[src/rtl/multicycle_ctrl_fsm_pkg.sv]
// Shared definitions for the 16-bit RISC control path (package risc_pkg):
// state encoding, opcode map, ALUOp and pc_src codes.
package risc_pkg;

    typedef enum logic [2:0] {
        FETCH  = 3'd0,
        DECODE = 3'd1,
        EXEC   = 3'd2,
        MEM    = 3'd3,
        WB     = 3'd4,
        HALT   = 3'd5
    } ctrl_state_t;

    localparam logic [3:0] OP_LD       = 4'b0000;
    localparam logic [3:0] OP_ST       = 4'b0001;
    localparam logic [3:0] OP_RT_FIRST = 4'b0010;
    localparam logic [3:0] OP_RT_LAST  = 4'b1001;
    localparam logic [3:0] OP_BEQ      = 4'b1011;
    localparam logic [3:0] OP_BNE      = 4'b1100;
    localparam logic [3:0] OP_JMP      = 4'b1101;

    localparam logic [1:0] ALUOP_ADDR  = 2'b10;
    localparam logic [1:0] ALUOP_BR    = 2'b01;
    localparam logic [1:0] ALUOP_RTYPE = 2'b00;

    localparam logic [1:0] PCSRC_INC   = 2'b00;
    localparam logic [1:0] PCSRC_BR    = 2'b01;
    localparam logic [1:0] PCSRC_JMP   = 2'b10;

    function automatic logic is_rtype(input logic [3:0] op);
        return (op >= OP_RT_FIRST) && (op <= OP_RT_LAST);
    endfunction

    function automatic logic is_mem_op(input logic [3:0] op);
        return (op == OP_LD) || (op == OP_ST);
    endfunction

    // 1010, 1110 and 1111 have no instruction assigned.
    function automatic logic is_illegal(input logic [3:0] op);
        return (op == 4'b1010) || (op == 4'b1110) || (op == 4'b1111);
    endfunction

endpackage

[src/rtl/multicycle_ctrl_fsm_if.sv]
// Instruction/data memory handshake bundle between the sequencer (master)
// and the memory side (slave).
interface multicycle_ctrl_fsm_if;

    logic imem_req;
    logic imem_ready;
    logic ir_load;
    logic dmem_ready;
    logic mem_read;
    logic mem_write;

    modport master (
        output imem_req, ir_load, mem_read, mem_write,
        input  imem_ready, dmem_ready
    );

    modport slave (
        input  imem_req, ir_load, mem_read, mem_write,
        output imem_ready, dmem_ready
    );

endinterface

[src/rtl/multicycle_ctrl_fsm_wait_timer.sv]
// ctrl_wait_timer: counts consecutive not-ready cycles of a memory handshake
// and flags a timeout when the count reaches TIMEOUT with ready still low.
module ctrl_wait_timer #(
    parameter int unsigned WAIT_W  = 4,
    parameter int unsigned TIMEOUT = 15
) (
    input  logic clk,
    input  logic rst,
    input  logic active_i,
    input  logic ready_i,
    output logic expired_o
);

    logic [WAIT_W-1:0] cnt_q, cnt_d;

    // Any cycle outside a waiting state, or any ready, returns the count to 0,
    // so every entry into FETCH/MEM starts from zero.
    always_comb begin
        cnt_d = '0;
        if (active_i && !ready_i) begin
            cnt_d = cnt_q + 1'b1;
        end
    end

    always_ff @(posedge clk) begin
        if (rst) begin
            cnt_q <= '0;
        end else begin
            cnt_q <= cnt_d;
        end
    end

    assign expired_o = active_i && !ready_i && (cnt_q == WAIT_W'(TIMEOUT));

endmodule

[src/rtl/multicycle_ctrl_fsm.sv]
// Multi-cycle FETCH/DECODE/EXEC/MEM/WB sequencer for the 16-bit RISC core.
// Define ILLEGAL_TRAP_EN to halt with bus_error on illegal opcodes instead of retiring them as NOPs.
module multicycle_ctrl_fsm
    import risc_pkg::*;
#(
    parameter int unsigned TIMEOUT = 15,
    parameter int unsigned WAIT_W  = 4,
    parameter int unsigned CNT_W   = 16
) (
    input  logic                     clk,
    input  logic                     rst,
    multicycle_ctrl_fsm_if.master    mem_bus,
    input  logic [3:0]               opcode,
    input  logic                     zero_flag,
    output logic                     pc_write,
    output logic [1:0]               pc_src,
    output logic [1:0]               alu_op,
    output logic                     alu_src,
    output logic                     reg_dst,
    output logic                     reg_write,
    output logic                     mem_to_reg,
    output logic                     instr_done,
    output logic [CNT_W-1:0]         instr_count,
    output logic                     bus_error,
    output logic [2:0]               state_o
);

    ctrl_state_t      state_q, state_d;
    logic [3:0]       op_q, op_d;
    logic             berr_q, berr_d;
    logic [CNT_W-1:0] count_q;
    logic             wait_active, wait_ready, wait_expired;

    assign wait_active = (state_q == FETCH) || (state_q == MEM);
    assign wait_ready  = (state_q == FETCH) ? mem_bus.imem_ready : mem_bus.dmem_ready;

    ctrl_wait_timer #(
        .WAIT_W  (WAIT_W),
        .TIMEOUT (TIMEOUT)
    ) u_wait_timer (
        .clk       (clk),
        .rst       (rst),
        .active_i  (wait_active),
        .ready_i   (wait_ready),
        .expired_o (wait_expired)
    );

    always_ff @(posedge clk) begin
        if (rst) begin
            state_q <= FETCH;
            op_q    <= '0;
            berr_q  <= 1'b0;
            count_q <= '0;
        end else begin
            state_q <= state_d;
            op_q    <= op_d;
            berr_q  <= berr_d;
            if (instr_done) begin
                count_q <= count_q + 1'b1;
            end
        end
    end

    always_comb begin
        state_d = state_q;
        op_d    = op_q;
        berr_d  = berr_q;
        case (state_q)
            FETCH: begin
                if (mem_bus.imem_ready) begin
                    state_d = DECODE;
                end else if (wait_expired) begin
                    state_d = HALT;
                    berr_d  = 1'b1;
                end
            end
            DECODE: begin
                op_d = opcode;
                if (opcode == OP_JMP) begin
                    state_d = FETCH;
                end else if (is_illegal(opcode)) begin
`ifdef ILLEGAL_TRAP_EN
                    state_d = HALT;
                    berr_d  = 1'b1;
`else
                    state_d = FETCH;
`endif
                end else begin
                    state_d = EXEC;
                end
            end
            EXEC: begin
                if (is_mem_op(op_q)) begin
                    state_d = MEM;
                end else if (is_rtype(op_q)) begin
                    state_d = WB;
                end else begin
                    state_d = FETCH;
                end
            end
            MEM: begin
                if (mem_bus.dmem_ready) begin
                    state_d = (op_q == OP_LD) ? WB : FETCH;
                end else if (wait_expired) begin
                    state_d = HALT;
                    berr_d  = 1'b1;
                end
            end
            WB:      state_d = FETCH;
            HALT:    state_d = HALT;
            default: state_d = FETCH;
        endcase
    end

    // DECODE decides from the live opcode; later states use the latched copy.
    always_comb begin
        mem_bus.imem_req  = 1'b0;
        mem_bus.ir_load   = 1'b0;
        mem_bus.mem_read  = 1'b0;
        mem_bus.mem_write = 1'b0;
        pc_write          = 1'b0;
        pc_src            = PCSRC_INC;
        alu_op            = ALUOP_RTYPE;
        alu_src           = 1'b0;
        reg_dst           = 1'b0;
        reg_write         = 1'b0;
        mem_to_reg        = 1'b0;
        instr_done        = 1'b0;
        if (!rst) begin
            case (state_q)
                FETCH: begin
                    mem_bus.imem_req = 1'b1;
                    if (mem_bus.imem_ready) begin
                        mem_bus.ir_load = 1'b1;
                        pc_write        = 1'b1;
                        pc_src          = PCSRC_INC;
                    end
                end
                DECODE: begin
                    if (opcode == OP_JMP) begin
                        pc_write   = 1'b1;
                        pc_src     = PCSRC_JMP;
                        instr_done = 1'b1;
                    end else if (is_illegal(opcode)) begin
`ifndef ILLEGAL_TRAP_EN
                        instr_done = 1'b1;
`endif
                    end
                end
                EXEC: begin
                    if (is_mem_op(op_q)) begin
                        alu_op  = ALUOP_ADDR;
                        alu_src = 1'b1;
                    end else if ((op_q == OP_BEQ) || (op_q == OP_BNE)) begin
                        alu_op     = ALUOP_BR;
                        pc_src     = PCSRC_BR;
                        pc_write   = (op_q == OP_BEQ) ? zero_flag : !zero_flag;
                        instr_done = 1'b1;
                    end
                end
                MEM: begin
                    mem_bus.mem_read  = (op_q == OP_LD);
                    mem_bus.mem_write = (op_q == OP_ST);
                    instr_done        = (op_q == OP_ST) && mem_bus.dmem_ready;
                end
                WB: begin
                    reg_write  = 1'b1;
                    instr_done = 1'b1;
                    mem_to_reg = (op_q == OP_LD);
                    reg_dst    = (op_q != OP_LD);
                end
                default: ;
            endcase
        end
    end

    assign instr_count = count_q;
    assign bus_error   = berr_q;
    assign state_o     = state_q;

endmodule

[src/flat_wrapper.sv]
// flat-port wrapper written by rule: the top's interface ports become plain ports
module multicycle_ctrl_fsm_flat import risc_pkg::*;
#(
    parameter int unsigned TIMEOUT = 15,
    parameter int unsigned WAIT_W  = 4,
    parameter int unsigned CNT_W   = 16
)
  (clk, rst, opcode, zero_flag, pc_write, pc_src, alu_op, alu_src, reg_dst, reg_write, mem_to_reg, instr_done, instr_count, bus_error, state_o, mem_bus_imem_req, mem_bus_ir_load, mem_bus_mem_read, mem_bus_mem_write, mem_bus_imem_ready, mem_bus_dmem_ready);
  multicycle_ctrl_fsm_if mem_bus_i ();
  input  logic clk;
  input  logic rst;
  input  logic [3:0] opcode;
  input  logic zero_flag;
  output logic pc_write;
  output logic [1:0] pc_src;
  output logic [1:0] alu_op;
  output logic alu_src;
  output logic reg_dst;
  output logic reg_write;
  output logic mem_to_reg;
  output logic instr_done;
  output logic [CNT_W-1:0] instr_count;
  output logic bus_error;
  output logic [2:0] state_o;
  output wire logic [$bits(mem_bus_i.imem_req)-1:0] mem_bus_imem_req;
  output wire logic [$bits(mem_bus_i.ir_load)-1:0] mem_bus_ir_load;
  output wire logic [$bits(mem_bus_i.mem_read)-1:0] mem_bus_mem_read;
  output wire logic [$bits(mem_bus_i.mem_write)-1:0] mem_bus_mem_write;
  input wire logic [$bits(mem_bus_i.imem_ready)-1:0] mem_bus_imem_ready;
  input wire logic [$bits(mem_bus_i.dmem_ready)-1:0] mem_bus_dmem_ready;
  assign mem_bus_imem_req = mem_bus_i.imem_req;
  assign mem_bus_ir_load = mem_bus_i.ir_load;
  assign mem_bus_mem_read = mem_bus_i.mem_read;
  assign mem_bus_mem_write = mem_bus_i.mem_write;
  assign mem_bus_i.imem_ready = mem_bus_imem_ready;
  assign mem_bus_i.dmem_ready = mem_bus_dmem_ready;
  multicycle_ctrl_fsm #(.TIMEOUT(TIMEOUT), .WAIT_W(WAIT_W), .CNT_W(CNT_W)) u_core (.clk(clk), .rst(rst), .mem_bus(mem_bus_i), .opcode(opcode), .zero_flag(zero_flag), .pc_write(pc_write), .pc_src(pc_src), .alu_op(alu_op), .alu_src(alu_src), .reg_dst(reg_dst), .reg_write(reg_write), .mem_to_reg(mem_to_reg), .instr_done(instr_done), .instr_count(instr_count), .bus_error(bus_error), .state_o(state_o));
endmodule
[config.mk]
export PLATFORM = sky130hd
export DESIGN_NAME = multicycle_ctrl_fsm_flat
export DESIGN_NICKNAME = d
export VERILOG_FILES = /design/src/rtl/multicycle_ctrl_fsm_pkg.sv /design/src/rtl/multicycle_ctrl_fsm_if.sv /design/src/rtl/multicycle_ctrl_fsm_wait_timer.sv /design/src/rtl/multicycle_ctrl_fsm.sv /design/src/flat_wrapper.sv
export SDC_FILE = /design/constraint.sdc
export NUM_CORES = 1
export LEC_CHECK = 0
export ABC_AREA = 1
export CAP_MARGIN = 20
export CORE_MARGIN = 2
export CORE_UTILIZATION = 43
export CTS_BUF_LIST = sky130_fd_sc_hd__clkbuf_8 sky130_fd_sc_hd__clkbuf_16
export DETAILED_ROUTE_END_ITERATION = 8
export PLACE_DENSITY = 0.76
export SKIP_CTS_REPAIR_TIMING = 1
export SLEW_MARGIN = 15
export SYNTH_ARGS = -nofsm -noshare
export SYNTH_HDL_FRONTEND = slang
export SYNTH_SLANG_ARGS = --single-unit
[constraint.sdc]
create_clock -name clk -period 1.3 [get_ports clk]
set_input_delay 0.26 -clock clk [delete_from_list [all_inputs] [get_ports clk]]
set_output_delay 0.26 -clock clk [all_outputs]
set_load 0.1 [all_outputs]
Word-level counts from Yosys, hierarchy flattened

Index checks and enable logic that the tools add are counted.

$add $sub $neg: 2
Order comparisons: 2
Equal/unequal tests: 15
Multiplexer cells: 52
Bitwise logic cells: 1
Reduce and logical (&&, ||, !) cells: 17

Operators with widths:

| operator                                               | number |
|---|---|
| 2-to-1 mux 1 bit                                       | 33 |
| equality test 4 bit (second input constant)            | 7 |
| 2-to-1 mux 3 bit                                       | 7 |
| adder 16 x 1 -> 16 bit (second input constant)         | 1 |
| one-hot mux 3 bit (5 select lines)                     | 1 |
| 2-to-1 mux 2 bit                                       | 7 |
| equality test 3 x 2 -> 1 bit (second input constant)   | 2 |
| equality test 3 bit (second input constant)            | 2 |
| logical OR 1 bit                                       | 5 |
| adder 4 x 1 -> 4 bit (second input constant)           | 1 |
| equality test 4 x 1 -> 1 bit (second input constant)   | 1 |
| >= comparator 4 x 2 -> 1 bit (second input constant)   | 1 |
| less-or-equal comparator 4 bit (second input constant) | 1 |
| logical AND 1 bit                                      | 4 |
| zero test 4 bit                                        | 1 |
| inequality test 2 bit (second input constant)          | 2 |
| one-hot mux 1 bit (4 select lines)                     | 1 |
| one-hot mux 2 bit (2 select lines)                     | 1 |
| nonzero test 4 bit                                     | 1 |
| equality test 3 x 1 -> 1 bit (second input constant)   | 1 |
| zero test 3 bit                                        | 1 |
| one-hot mux 1 bit (3 select lines)                     | 1 |
| AND reduction 3 bit                                    | 1 |
| zero test 1 bit                                        | 2 |
| 4 further kinds                                        | 4 |

Register bits after elaboration: 28
Output and inout bits: 34

Longest topological paths before layout

Depth in word-level cells: 8
Gate-level depth with buffers: 11

Cells and area by module

From an unflattened synthesis, not the netlist that was laid out.

Cell total of the unflattened synthesis: 270
Area total of the unflattened synthesis: 1657.8 µm²

By module, submodules not included:

| module              | times used | cells an instance | area each (µm²) | sequential area each (µm²) |
|---|---|---|---|---|
| multicycle_ctrl_fsm | 1          | 247               | 1480.2          | 480.5 |
| ctrl_wait_timer     | 1          | 23                | 177.7           | 80.1 |

Least setup slack after synthesis

OpenSTA, ideal clock, no wires.

Kind: register to output
Start: register u_core.state_q[1] (netlist: u_core.state_o[1])
End: output port alu_op[1]
Data arrival time: 4.818 ns
Data required time: 1.040 ns
Path slack: -3.778 ns
Cell stages (with the launch flop): 4
Buffers on the path: 1
Path through: dfxtp_1 -> nand2_2 -> nor4_1 -> buf_4

Cells in the longest elaborated chain, start to end: 3

Ends and longest elaborated chain:

| item                         | line                       | text |
|---|---|---|
| start: declaration           | multicycle_ctrl_fsm.sv:28  | `ctrl_state_t state_q, state_d;` |
| start signal: assignment     | multicycle_ctrl_fsm.sv:55  | `state_q <= state_d;` |
| equality test 3 x 2 -> 1 bit | multicycle_ctrl_fsm.sv:130 | `case (state_q)` |
| 2-to-1 mux 2 bit             | multicycle_ctrl_fsm.sv:130 |  |
| 2-to-1 mux 2 bit             | multicycle_ctrl_fsm.sv:129 | `if (!rst) begin` |
| end: declaration             | flat_wrapper.sv:16         | `output logic [1:0] alu_op;` |

Every way passes these cells.

Worst setup path after layout

Start: register u_core.state_q[2] (netlist: u_core.state_o[2])
End: output port pc_write

Cells in the longest elaborated chain, start to end: 3
Elaborated cells between the ends (all ways): 5
Those cells by class: eq/ne (2); mux (2); reduce/logical (1)

Ends and longest elaborated chain:

| item                                                       | line                       | text |
|---|---|---|
| equality test 3 x 2 -> 1 bit, or another cell as far along | multicycle_ctrl_fsm.sv:130 |  |
| one-hot mux 1 bit (3 select lines) (*)                     | multicycle_ctrl_fsm.sv:130 |  |
| 2-to-1 mux 1 bit (*)                                       | multicycle_ctrl_fsm.sv:129 |  |
| end: declaration                                           | flat_wrapper.sv:14         | `output logic pc_write;` |

Mark *: on every way between the ends. The rest lies on a longest branch, timed or not.

==> qor.txt <==
CP max stage cell -> dfxtp_4
vias in the first global route -> 2105
final setup fails -> 42
clock skew -> 0.00714 ns
Vias/cell -> 5.96
Worst Hold End -> u_core.op_q[2]$_SDFFE_PP0P_
Post-Route WL -> 8.66 mm
Die Height -> 65.3 um
slew of the pin with the lowest slew margin -> 0.656 ns
reg2reg path depth -> 6
FF-to-FF End -> u_core.state_o[1]$_SDFF_PP0_
type of the worst min-delay path -> in -> reg
fin. max-slew vios -> 0
initial antenna violation count -> 0
H-tree level count -> 1
clock sinks -> 28
Fmax -> 500 MHz
hold path depth -> 3
Root Driver -> clkbuf_8
DRC viols -> 0
crit path max fanout -> 4
Starting Density -> 44.4%
CP max stage delay -> 0.40 ns
Worst Path Buf+Inv -> 3
max cap viols -> 0
sequential share of the synthesized area -> 34.7%
post-route design area -> 3330 um^2
nets -> 361
mean post-synth cell area -> 6.40 um^2
static leakage -> 1.44 nW
Max Root-Sink Buffers -> 2
flop2flop setup slack -> -0.48 ns
Period minus WS final -> 2.00 ns
power density over the cells -> 1050 nW/um^2
Die Width -> 65.3 um
Avg WL per Cell -> 21.8 um
Startpoint Class -> register
outcome -> finished, violations left
Cells after DPL -> 389
Via Count -> 2365
Synth Register Bits -> 28
Final ANT Viol Nets -> 0
Final WS setup -> -0.700 ns
Setup TNS -> -15.01 ns
Final Cycle Share -> 154%
GRT Util Overall -> 30.3%
CTS tree -> done
final hold vios -> 0
RSZ-0062 raised after global routing -> yes
Non-Filler Instances -> 397
crit path DAT -> 1.74 ns
CTS clk-pin slew, worst paths -> 0.11 ns
Critical Path Sink Type -> output port
first-pass GRT wire length -> 9.92 mm
Antenna Cells -> 0
CP delay by family, top -> simple AND/OR/NAND/NOR gates
GRT overflow -> 0
CP required -> 1.04 ns
Setup CP Type -> reg -> out
Clock Latency Late Sink -> 0.29 ns
failing checks -> setup timing
layout cells sized above 1 -> 52.7%
syn nets -> 263
Placer Congestion -> 0.901
Distinct cells, synth -> 28
VDD IR max -> 1.09 mV
mapped cell area -> 1610 um^2
Area Overhead vs Synth -> 106%
Num CTS Buffers -> 3
final core occ -> 91.7%
HPWL after DPL -> 4.55 mm
Cells after Synth -> 252
core area -> 3630 um^2
warnings from Yosys -> 0
FF-to-FF Start -> u_core.op_q[3]$_SDFFE_PP0P_
Starting DRT DRC Count -> 290
die area -> 4260 um^2
largest net degree at the start of global routing -> 19
port buffer count -> 42
Post-DP Area -> 3110 um^2
Rows -> 22
drt pass-1 iters -> 5
I/O pins -> 43
min-delay src -> opcode[2]
worst rel slew slack -> 56.2%
worst-path cell chain -> inv_4, nand2_4, nor2_2, buf_4, a31oi_1, nor2_4, buf_12
-- how the worst max path moves through the flow --
stage                 endpoint  depth (start not counted)                          from  slack (ns)
floorplan            alu_op[1]                          3  u_core.state_o[1]$_SDFF_PP0_       -1.10
global placement    instr_done                          8                     opcode[1]       -0.60
detailed placement  instr_done                          8                     opcode[1]       -0.64
CTS                 instr_done                          8                     opcode[1]       -0.68
global route          pc_write                          6   u_core.op_q[2]$_SDFFE_PP0P_       -0.69
finish                pc_write                          7  u_core.state_o[2]$_SDFF_PP0_       -0.70
-- where the power goes --
group	leakage [nW]	internal [W]	switching, W	total [W]
logic	1.17	0.000712	0.00117	0.00188
registers	0.242	0.000914	0.000119	0.00103
clock network	0.0288	0.000273	0.000316	0.000589
-- tightest hold or removal path, stage by stage --
cell and delay, ns:
dlymetal6s2s_1 0.15, o21ai_1 0.10, a21oi_1 0.12
-- layout by cell type, fill, tap and decap left out, types with 5 or more instances in the layout --
cell | netlist | layout
a21oi_1 | 17 | 16
buf_12 | 0 | 38
buf_4 | 2 | 50
dfxtp_1 | 28 | 6
dfxtp_2 | 0 | 6
dfxtp_4 | 0 | 16
inv_1 | 30 | 23
inv_2 | 1 | 5
nand2_1 | 58 | 51
nand2_2 | 5 | 8
nand3_1 | 11 | 6
nand3_2 | 3 | 7
nor2_1 | 48 | 34
nor2_4 | 1 | 14
nor3_4 | 0 | 6
o21ai_2 | 1 | 5
-- per-layer routing --
metal	global-route usage [%]	wire [um]	up-vias	part of all wire (%)
met2	54.1	4130	195	48
met3	4.97	760	74	8.8
li1	-	-	1002	-
met5	0	0	-	0
met1	35.8	2990	1094	35
met4	12.5	771	0	8.9
-- synthesized netlist by cell type, drive strengths merged --
| master | count | area (um^2) |
|---|---|---|
| a31oi | 1 | 6.26 |
| nor4 | 1 | 6.26 |
| o21ai | 12 | 63.8 |
| nor2 | 52 | 210 |
| o21bai | 1 | 7.51 |
| clkbuf | 3 | 11.3 |
| nor3b | 2 | 15.0 |
| ha | 2 | 25.0 |
| xnor2 | 1 | 8.76 |
| a21oi | 17 | 85.1 |
| inv | 31 | 116 |
| o22ai | 1 | 6.26 |
| nor3 | 13 | 65.1 |
| nand2 | 63 | 249 |
| nand3 | 15 | 103 |
| dfxtp | 28 | 561 |
| nand4 | 4 | 31.3 |
| buf | 3 | 26.3 |
| xor2 | 2 | 17.5 |
-- sequential cells by signal (all words and copies together), names as in the netlist --
register	count
u_core.bus_error	1
u_core.instr_count	16
u_core.op_q	4
u_core.state_o	3
u_core.u_wait_timer.cnt_q	4
-- per-stage QoR --
step	total power [W]	hold WS, ns	setup slack [ns]
after global routing	0.00357	0.379	-0.685
after detailed placement	0.00260	0.444	-0.641
final	0.00350	0.372	-0.700
after floorplan	0.00191	0.407	-1.10
after global placement	0.00255	0.433	-0.601
after CTS	0.00316	0.397	-0.677
-- final cells by class --
| cell class | count | area, um^2 |
|---|---|---|
| well taps | 48 | 60.1 |
| repair buffers | 99 | 1260 |
| clock buffers | 4 | 55.1 |
| fillers | 129 | 303 |
| inverters | 31 | 124 |
| flip-flops and latches | 28 | 628 |
| multi-input cells | 187 | 1200 |
-- kinds of logic (layout without fill, tap and decap cells) --
logic type,Yosys count,after routing,share of synthesized area (%)
and+or+nand+nor,150,150,42.1
buffers and inverters,37,134,9.53
AOI/OAI and AO/OA,32,32,10.5
DFF,28,28,34.7
xor gates and xnor gates,3,3,1.63
adders and majority gates,2,2,1.55
(Power assumes the default switching activity.)
==> RTL change 1, RTL diff (config.mk and constraints unchanged) <==
Put one more register stage on the output `bus_error`. The value now appears one clock later. The other outputs are not delayed to match.
--- a/src/rtl/multicycle_ctrl_fsm.sv
+++ b/src/rtl/multicycle_ctrl_fsm.sv
@@ -177,3 +177,5 @@
     assign instr_count = count_q;
-    assign bus_error   = berr_q;
+    always_ff @(posedge clk) begin
+        bus_error <= berr_q;
+    end
     assign state_o     = state_q;
Check against the original RTL: no difference found for any inputs over 10 cycles, from zero or initial values and one cycle with rst high; that may be too few to reach the edited logic, so the function may still have changed.
==> RTL change 1 against the original RTL <==
  * The run still ends with negative setup slack left
  * Global-route usage decreased by 4.2 points
  * Wire length is 1.3% higher
  * Synthesized area is 11% higher
  * Sequential cell count up 1
  * Worst setup slack improved by 0.036 ns
  * Cell area up 8.2%
  * Power increased by 44%
  * Sequential power grew 13%
  * Largest power group unchanged
==> RTL change 1: results (changes against the original RTL) <==
Worst IR Drop VDD 1.24 mV (was 1.09 mV); global-route wire length before repair 9050 um (was 9920 um); number of H-tree levels 2 (was 1); routed wl met2 4290 um (was 4130 um); Fill cells 150 (was 129); sequential fraction of the synthesis area 32.5% (was 34.7%); clock buffer depth 2 (unchanged); layout cells sized above 1 54.3% (was 52.7%); Ys Warns 0 (unchanged); max incr delay on CP 0.36 ns (was 0.40 ns); skew final 0.0101 ns (was 0.00714 ns); class of the worst hold path input pin to flip-flop (unchanged); Syn Nets 284 (was 263); Initial DRC Count 294 (was 290); Post-synth top flop dfxtp_1 (unchanged); final worst slack -0.664 ns (was -0.700 ns); most instantiated cells after synthesis nand2_1 (63), nor2_1 (57), inv_1 (31) (was nand2_1 (58), nor2_1 (48), inv_1 (30)); clock transition at the registers of the reported paths 0.07 ns (was 0.11 ns); global-route usage over all layers 26.1% (was 30.3%); top layer in use met4 (unchanged); R2R Setup Slk -0.40 ns (was -0.48 ns); Placer Congestion 0.914 (was 0.901); status finished with violations (unchanged); CP top delay family simple AND/OR/NAND/NOR gates (unchanged); Final setup viols 39 (was 42); post-synth cell types 30 (was 28); clock root cell clkbuf_8 (unchanged); antenna violations before repair 0 (unchanged); NumNets Final 391 (was 361); post-synth top area share 32.5% (was 34.7%); metal3 WL 811 um (was 760 um); met1 Usage GRT 32.8% (was 35.8%); crit-path max FO 5 (was 4); Worst path slowest cell dfxtp_2 (was dfxtp_4); Leak 1.54 nW (was 1.44 nW); M1 WL 3150 um (was 2990 um); max FFs per register 16 (unchanged); clk_lat worst skew 0.29 ns (about the same); Vias/cell 5.96 (about the same); ys async rst share 0% (unchanged); grt met3 use 5.92% (was 4.97%); DRT Pass-1 Iters 7 (was 5); global route hottest layer met2 (unchanged); Worst slew margin 56.9% (was 56.2%); Num CTS Buffers 5 (was 3); pin count of the biggest net entering global routing 19 (unchanged); WL per Instance 20.3 um (was 21.8 um); DPL Wire Length 4330 um (was 4550 um); # port buffers 42 (unchanged); placed inst area 3200 um^2 (was 3110 um^2); ant diodes 0 (unchanged); number of global-route vias before repair 2059 (was 2105); violated checks negative setup slack (unchanged); GR Util met2 43.4% (was 54.1%); Area contributors post-synth dfxtp_1 (33%), nand2_1 (13%), nor2_1 (12%) (was dfxtp_1 (35%), nand2_1 (13%), nor2_1 (11%))
-- RTL change 1: changes by cell type after synthesis, moves of 3 or more --
cell     change
a21oi_1      -5
nand2_1      +5
nand3_1      +7
nor2_1       +9
nor2_4       +3
nor3_1       -3
o21ai_0      -4
-- RTL change 1: through the flow --
stage                     TNS, ns  total power [mW]  setup slack [ns]  hold slack, ns  cells
after floorplan            -13.31              2.72             -1.11           0.331    273
after global placement     -11.42              3.54            -0.497           0.339    410
after detailed placement   -13.07              3.61            -0.560           0.341    410
after CTS                  -12.24              4.31            -0.664           0.298    418
after global routing       -15.70              5.15            -0.699           0.286    431
final                      -13.97              5.02            -0.664           0.279    431
-- RTL change 1: area by class of cell --
class | count | area (um^2) | share of cell area (%)
flip-flops and latches | 29 | 638 | 17.7
inverters | 34 | 130 | 3.61
clock buffers | 5 | 68.8 | 1.91
repair buffers | 105 | 1290 | 35.8
multi-input cells | 205 | 1400 | 38.9
clock inverters | 3 | 11.3 | 0.313
well taps | 50 | 62.6 | 1.74
-- RTL change 1: final timing paths --
kind,from,to,cells past startpoint
max,u_core.op_q[0],instr_done,8
min,rst,u_core.op_q[3],2
max reg2reg,u_core.op_q[0],u_core.instr_count[5],11
min reg2reg,u_core.berr_q,u_core.bus_error,0
-- RTL change 1: power breakdown --
part	internal, mW	switching, mW	total (mW)
registers	1.00	0.162	1.16
clock network	0.356	0.357	0.712
logic	1.22	1.93	3.15
total	2.58	2.45	5.02
-- RTL change 1: logic make-up after synthesis --
| logic type | count (synthesis) | synth area share [%] |
|---|---|---|
| AND/OR/NAND/NOR | 174 | 46.9 |
| buffers and inverters | 42 | 10.5 |
| flip-flops | 29 | 32.5 |
| AO/OA/AOI/OAI | 23 | 7.15 |
| XOR/XNOR | 3 | 1.47 |
| adder cells (fa/ha/maj) | 2 | 1.40 |
==> RTL change 2, RTL diff (same flow settings) <==
Made on the original files. `CNT_W` is set to 16 in 2 places; all go to 14.
--- a/src/rtl/multicycle_ctrl_fsm.sv
+++ b/src/rtl/multicycle_ctrl_fsm.sv
@@ -7,3 +7,3 @@
     parameter int unsigned WAIT_W  = 4,
-    parameter int unsigned CNT_W   = 16
+    parameter int unsigned CNT_W   = 14
 ) (
--- a/src/flat_wrapper.sv
+++ b/src/flat_wrapper.sv
@@ -5,3 +5,3 @@
     parameter int unsigned WAIT_W  = 4,
-    parameter int unsigned CNT_W   = 16
+    parameter int unsigned CNT_W   = 14
 )
Interface: changed (resized instr_count); port bits go from 43 to 41. No check against the original RTL was run, so the function may have changed too.
==> RTL change 2 against the original RTL <==
  * Combinational power grew 58%
  * Sequential share of layout area decreased by 1.2 points
  * Hold slack improved by 0.0074 ns
  * Worst setup slack better by 0.079 ns
  * Synthesized area down 3.9%
  * Cell area down 4.1%
  * First-iteration DRC count decreased by 8.6%
  * The flow still finishes with violations (negative setup slack)
  * Wire length is 10% lower
  * Power grew 33%
  * Sequential cell count is 2 lower
==> RTL change 2: results (changes against the original RTL) <==
Area contributors post-synth dfxtp_1 (34%), nand2_1 (15%), nor2_1 (13%) (was dfxtp_1 (35%), nand2_1 (13%), nor2_1 (11%)); Worst slew margin 76.4% (was 56.2%); RR Startpoint u_core.state_o[2] (was u_core.op_q[3]); via count 2352 (was 2365); max incr delay on CP 0.35 ns (was 0.40 ns); CP top delay family buffers and inverters (was simple AND/OR/NAND/NOR gates); switching share of total power 49.3% (was 45.7%); most instantiated cells after synthesis nand2_1 (62), nor2_1 (53), inv_1 (30) (was nand2_1 (58), nor2_1 (48), inv_1 (30)); pin count of the biggest net entering global routing 16 (was 19); status finished with violations (unchanged); violated checks negative setup slack (unchanged); depth of the worst register-to-register path 9 (was 6); global-route usage over all layers 27.8% (was 30.3%); Reg power frac 24.0% (was 29.5%); Final setup viols 42 (unchanged); final worst slack -0.621 ns (was -0.700 ns); Syn Nets 261 (was 263); # port buffers 40 (was 42); placed inst area 2920 um^2 (was 3110 um^2); hold path endpoint u_core.op_q[2] (unchanged); DPL Wire Length 4030 um (was 4550 um); sequential fraction of the synthesis area 33.5% (was 34.7%); placed cells 379 (was 389); Worst path slowest cell dfxtp_2 (was dfxtp_4); Worst IR Drop VDD 1.51 mV (was 1.09 mV)
-- RTL change 2: routing by layer --
metal	global-route usage [%]	wire, um
met5	0	0
met4	10.3	507
met3	4.05	665
met2	48.7	3780
met1	34.1	2820
-- RTL change 2: cells by family (layout without fill, tap and decap cells) --
logic type      Yosys count  in the layout  synth area share [%]
xor+xnor                  3              3                  1.69
simple gates            157            157                  44.5
buf+inv                  39            138                  10.4
fa+ha+maj                 2              2                  1.61
flops                    26             26                  33.5
compound gates           23             23                  8.23
-- RTL change 2: how the worst max path moves through the flow --
stage | startpoint | endpoint | slack, ns | cells past startpoint
floorplan | u_core.state_o[0] | pc_src[1] | -1.06 | 5
global placement | opcode[0] | instr_done | -0.50 | 9
detailed placement | opcode[0] | instr_done | -0.58 | 9
CTS | u_core.state_o[1] | pc_write | -0.63 | 8
global route | u_core.op_q[0] | instr_done | -0.68 | 8
finish | u_core.op_q[0] | instr_done | -0.62 | 8
-- RTL change 2: layout make-up --
| class | instances | share of cell area, % |
|---|---|---|
| inverters | 33 | 4.27 |
| multi-input cells | 185 | 36.7 |
| clock buffers | 4 | 1.72 |
| repair buffers | 101 | 37.8 |
| flip-flops and latches | 26 | 17.7 |
| well taps | 46 | 1.80 |
-- RTL change 2: per-stage QoR --
stage               worst slack [ns]  setup TNS (ns)  total power [mW]  utilization [%]  hold slack, ns
finish                        -0.621          -16.08              4.65             94.2           0.379
global route                  -0.682          -18.50              4.78             94.2           0.393
CTS                           -0.633          -12.43              4.10             87.9           0.461
detailed placement            -0.577          -13.32              3.55             86.3           0.439
global placement              -0.503          -11.61              3.47             86.3           0.431
floorplan                      -1.06          -12.85              2.59                -           0.395
